File: src/rtl/partition_err_monitor.sv
// Exhaustive response checker for one combinational partition: sweeps every
// input pattern and accumulates error-rate, Hamming, absolute-error metrics.
module partition_err_monitor #(
    parameter int PI_W = 5,
    parameter int PO_W = 5
) (
    input  logic                               clk,
    input  logic                               rst_n,
    input  logic                               start,
    output logic [PI_W-1:0]                    pi,
    input  logic [PO_W-1:0]                    approx_po,
    input  logic [PO_W-1:0]                    exact_po,
    output logic                               busy,
    output logic                               done,
    output logic [PI_W:0]                      err_count,
    output logic [PI_W+$clog2(PO_W+1)-1:0]     hd_sum,
    output logic [PI_W+PO_W-1:0]               abs_err_sum,
    output logic [PO_W-1:0]                    max_abs_err
);

    localparam int ERR_W    = PI_W + 1;
    localparam int HD_INC_W = $clog2(PO_W + 1);
    localparam int HD_W     = PI_W + HD_INC_W;
    localparam int ABS_W    = PI_W + PO_W;
    localparam logic [PI_W-1:0] PI_LAST = {PI_W{1'b1}};

    typedef enum logic [1:0] {
        S_IDLE   = 2'd0,
        S_DRIVE  = 2'd1,
        S_SAMPLE = 2'd2,
        S_DONE   = 2'd3
    } state_t;

    function automatic logic [HD_INC_W-1:0] popcount(input logic [PO_W-1:0] v);
        logic [HD_INC_W-1:0] cnt;
        cnt = {HD_INC_W{1'b0}};
        for (int i = 0; i < PO_W; i++) begin
            cnt = cnt + HD_INC_W'(v[i]);
        end
        return cnt;
    endfunction

    state_t              r_state;
    logic [PI_W-1:0]     r_pi;
    logic [ERR_W-1:0]    r_err;
    logic [HD_W-1:0]     r_hd;
    logic [ABS_W-1:0]    r_abs;
    logic [PO_W-1:0]     r_max;
    logic                r_busy;
    logic                r_done;

    state_t              w_state_nxt;
    logic [PI_W-1:0]     w_pi_nxt;
    logic [ERR_W-1:0]    w_err_nxt;
    logic [HD_W-1:0]     w_hd_nxt;
    logic [ABS_W-1:0]    w_abs_nxt;
    logic [PO_W-1:0]     w_max_nxt;
    logic                w_busy_nxt;
    logic                w_done_nxt;
    logic [PO_W-1:0]     w_diff;
    logic [PO_W-1:0]     w_xor;
    logic                w_is_err;

    // Unsigned absolute difference by compare-and-subtract, plus bitwise mismatch.
    always_comb begin
        w_diff = {PO_W{1'b0}};
        if (approx_po >= exact_po) begin
            w_diff = approx_po - exact_po;
        end else begin
            w_diff = exact_po - approx_po;
        end
        w_xor    = approx_po ^ exact_po;
        w_is_err = (w_diff != {PO_W{1'b0}});
    end

    // Sweep sequencing and accumulator next-state; outputs are decoded from next state.
    always_comb begin
        w_state_nxt = r_state;
        w_pi_nxt    = r_pi;
        w_err_nxt   = r_err;
        w_hd_nxt    = r_hd;
        w_abs_nxt   = r_abs;
        w_max_nxt   = r_max;
        case (r_state)
            S_IDLE, S_DONE: begin
                if (start) begin
                    w_state_nxt = S_DRIVE;
                    w_pi_nxt    = {PI_W{1'b0}};
                    w_err_nxt   = {ERR_W{1'b0}};
                    w_hd_nxt    = {HD_W{1'b0}};
                    w_abs_nxt   = {ABS_W{1'b0}};
                    w_max_nxt   = {PO_W{1'b0}};
                end else begin
                    w_state_nxt = r_state;
                end
            end
            S_DRIVE: begin
                w_state_nxt = S_SAMPLE;
            end
            S_SAMPLE: begin
                w_err_nxt = r_err + ERR_W'(w_is_err);
                w_hd_nxt  = r_hd + HD_W'(popcount(w_xor));
                w_abs_nxt = r_abs + ABS_W'(w_diff);
                if (w_diff > r_max) begin
                    w_max_nxt = w_diff;
                end else begin
                    w_max_nxt = r_max;
                end
                // Last pattern is found by compare so pi never wraps back to zero.
                if (r_pi == PI_LAST) begin
                    w_state_nxt = S_DONE;
                end else begin
                    w_state_nxt = S_DRIVE;
                    w_pi_nxt    = r_pi + PI_W'(1);
                end
            end
            default: begin
                w_state_nxt = S_IDLE;
            end
        endcase
        w_busy_nxt = (w_state_nxt == S_DRIVE) || (w_state_nxt == S_SAMPLE);
        w_done_nxt = (w_state_nxt == S_DONE);
    end

    // State, pattern, metric and status registers.
    always_ff @(posedge clk or negedge rst_n) begin
        if (!rst_n) begin
            r_state <= S_IDLE;
            r_pi    <= {PI_W{1'b0}};
            r_err   <= {ERR_W{1'b0}};
            r_hd    <= {HD_W{1'b0}};
            r_abs   <= {ABS_W{1'b0}};
            r_max   <= {PO_W{1'b0}};
            r_busy  <= 1'b0;
            r_done  <= 1'b0;
        end else begin
            r_state <= w_state_nxt;
            r_pi    <= w_pi_nxt;
            r_err   <= w_err_nxt;
            r_hd    <= w_hd_nxt;
            r_abs   <= w_abs_nxt;
            r_max   <= w_max_nxt;
            r_busy  <= w_busy_nxt;
            r_done  <= w_done_nxt;
        end
    end

    assign pi          = r_pi;
    assign busy        = r_busy;
    assign done        = r_done;
    assign err_count   = r_err;
    assign hd_sum      = r_hd;
    assign abs_err_sum = r_abs;
    assign max_abs_err = r_max;

endmodule

File: config.mk
export PLATFORM = sky130hd
export DESIGN_NAME = partition_err_monitor
export DESIGN_NICKNAME = d
export VERILOG_FILES = /design/src/rtl/partition_err_monitor.sv
export SDC_FILE = /design/constraint.sdc
export NUM_CORES = 1
export LEC_CHECK = 0
export ABC_AREA = 1
export CAP_MARGIN = 20
export CORE_AREA = 2 2 103 115
export CTS_BUF_LIST = sky130_fd_sc_hd__clkbuf_2 sky130_fd_sc_hd__clkbuf_4 sky130_fd_sc_hd__clkbuf_8
export CTS_CLUSTER_SIZE = 8
export DETAILED_ROUTE_END_ITERATION = 8
export DIE_AREA = 0 0 105 117
export GPL_TIMING_DRIVEN = 0
export PLACE_DENSITY = 0.43
export SKIP_LAST_GASP = 1
export SYNTH_ARGS = -nofsm -noshare
export SYNTH_HDL_FRONTEND = slang
export SYNTH_SLANG_ARGS = --single-unit
File: constraint.sdc
create_clock -name clk -period 2.4 [get_ports clk]
set_input_delay 0.48 -clock clk [delete_from_list [all_inputs] [get_ports clk]]
set_output_delay 0.48 -clock clk [all_outputs]
set_load 0.1 [all_outputs]
==> summary.txt <==
status = finished, violations left
failing checks = setup timing
Hold/Removal Path Class = input port to async pin
GP Congestion = 0.765
vias in the first global route = 2608
RSZ-0062 raised after global routing = true
PnR Total Power = 5.08 mW
CP Launch Type = input port
final hold viol count = 0
CP Data Required Time = 2.58 ns
CTS tree = done
worst path arrival time = 2.92 ns
first-pass GRT wire length = 12700 um
Total GRT Usage = 12.9%
R2R depth = 14
max cap viols = 0
Leak = 2.22 nW
FMAX = 0.365 GHz
commonest non-fill, non-tap cell in the layout = nand2_1
sequential share of the synthesized area = 35.0%
# H-tree levels = 2
post-DP HPWL = 5530 um
die area = 12300 um^2
clk sinks = 38
Initial Utilization = 24.3%
Cell Area, Synth = 2720 um^2
CP max FO = 2
WL per Instance = 13.2 um
DP Worst Slack = -1.33 ns
reg2reg start = hd_sum[0]
ys async rst share = 100%
Tcrit/Tclk final = 114%
layout cell share with drive strength beyond 1 = 42.1%
die height = 117 um
DR pass1 iterations = 4
#FFs+latches synth = 38
CTS Buf Count = 5
ANT nets after route = 0
min Tclk post-route = 2.74 ns
via count = 2580
endpoint class of the critical path = register
Max VDD drop = 0.967 mV
# rows = 41
1st-iter DRT viols = 65
Mapped Cells = 346
DRC = 0
Setup WS post-layout = -0.343 ns
Nets = 494
die extent in x = 105 um
Synth Warn # = 0
Root Buffer Master = clkbuf_8
Core Footprint = 11200 um^2
CP Capture Point = hd_sum[6]
via/cell ratio = 4.34
clock skew = 0.00759 ns
Final Setup Violations = 23
Syn Area/Cell = 7.85 um^2
initial antenna violation count = 0
worst slew pin tran = 0.991 ns
Post-Route WL = 7870 um
I/O Buffers = 48
worst r2r dst = hd_sum[6]
Max Slew Vio Count = 0
I/O pin cnt = 49
Main synth FF type = dfrtp_1
Power Density = 1090 nW/um^2
number of flops mapped to enable cells by yosys = 0
Area Growth Syn to Fin = 72.1%
largest net degree at the start of global routing = 22
headroom to the max-slew limit = 33.8%
diodes inserted = 0
maximum clock insertion buffer count = 2
commonest cells after routing, fill and taps aside = nand2_1 (51), inv_1 (43), dfrtp_1 (37)
synth unique cells = 30
fin util = 41.8%
R2R setup slack = -0.27 ns
Clock transition at path regs = 0.08 ns
Syn Nets = 397
crit path from = exact_po[0]
gr ovfl total = 0
CP Class = input port to register
Clock Latency Late Sink = 0.29 ns
[cell families after synthesis]
family | count (synthesis) | synth area share (%)
AND/OR/NAND/NOR | 148 | 23.1
adder cells (fa/ha/maj) | 38 | 19.2
buffers and inverters | 65 | 9.90
AO/OA/AOI/OAI | 52 | 11.2
XOR/XNOR | 5 | 1.61
flip-flops | 38 | 35.0
[metrics by stage]
step	TNS [ns]	cells	hold WS [ns]	instance area, um^2
final	-4.18	594	0.136	4680
after global routing	-7.19	594	0.150	4680
after CTS	-2.21	576	0.150	4170
after detailed placement	-24.91	545	0.473	3620
after global placement	-34.22	544	0.522	3600
after floorplan	-1.88	346	0.184	2930
[critical path, stage by stage]
cell	delay (ns)
buf_8	0.11
ha_4	0.28
fa_1	0.44
fa_1	0.53
inv_2	0.05
ha_4	0.16
fa_2	0.34
nand2_2	0.08
inv_2	0.05
o21ai_4	0.13
nor2_1	0.05
nand2_1	0.07
nand2_1	0.05
nand2_1	0.05
nor2_1	0.04
[flip-flops by register name, indices dropped and copies added, names as in the netlist]
register     flops
abs_err_sum     10
busy             1
done             1
err_count        6
hd_sum           8
max_abs_err      5
pi               5
r_state          2
[where the power goes]
part	internal, mW	switching, mW
registers	0.784	0.145
logic	1.17	2.30
clock network	0.444	0.242
total	2.40	2.69
[cell usage after synthesis (3+ instances only)]
library cell | count | area, um^2
a21oi_1 | 25 | 125
a22o_1 | 5 | 43.8
dfrtp_1 | 38 | 951
fa_1 | 6 | 120
ha_1 | 32 | 400
inv_1 | 57 | 214
nand2_1 | 82 | 308
nand3_1 | 24 | 120
nand4_1 | 4 | 25.0
nor2_1 | 26 | 97.6
nor2_2 | 3 | 18.8
nor3_1 | 4 | 20.0
o21ai_0 | 11 | 55.1
xor2_1 | 4 | 35.0
[per-layer routing]
layer / vias to the layer above / global-route usage [%] / wire length (um)
li1: 1302 / - / -
met3: 6 / 2.21 / 240
met2: 39 / 23.3 / 4100
met4: 0 / 3.56 / 75
met1: 1233 / 16.1 / 3450
met5: - / 0 / 0
[how the worst min path moves through the flow]
| stage | from | end | cells after the start |
|---|---|---|---|
| finish | rst_n | err_count[5] | 1 |
| global route | rst_n | err_count[5] | 1 |
| CTS | rst_n | err_count[3] | 1 |
| detailed placement | rst_n | err_count[5] | 1 |
| global placement | pi[4] | pi[4] | 1 |
| floorplan | rst_n | abs_err_sum[0] | 0 |
[layout make-up]
type                    count  area, um^2
repair buffers             91         875
plain buffers               5        36.3
clock inverters             2        60.1
clock buffers               6        82.6
inverters                  59         249
multi-input cells         243        2230
well taps                 150         188
fillers                  1166        6500
flip-flops and latches     38         955
[timing repair]
| item | 4_1_cts | 5_1_grt |
|---|---|---|
| gates resized for setup | 104 | 84 |
| hold buffers | 0 | 0 |
| setup endpoints to repair | 30 | 30 |
| pin swaps | 49 | 52 |
| setup buffers | 22 | 20 |
| cloned | 1 | 1 |
No activity file was read; power rests on OpenSTA's default activity.
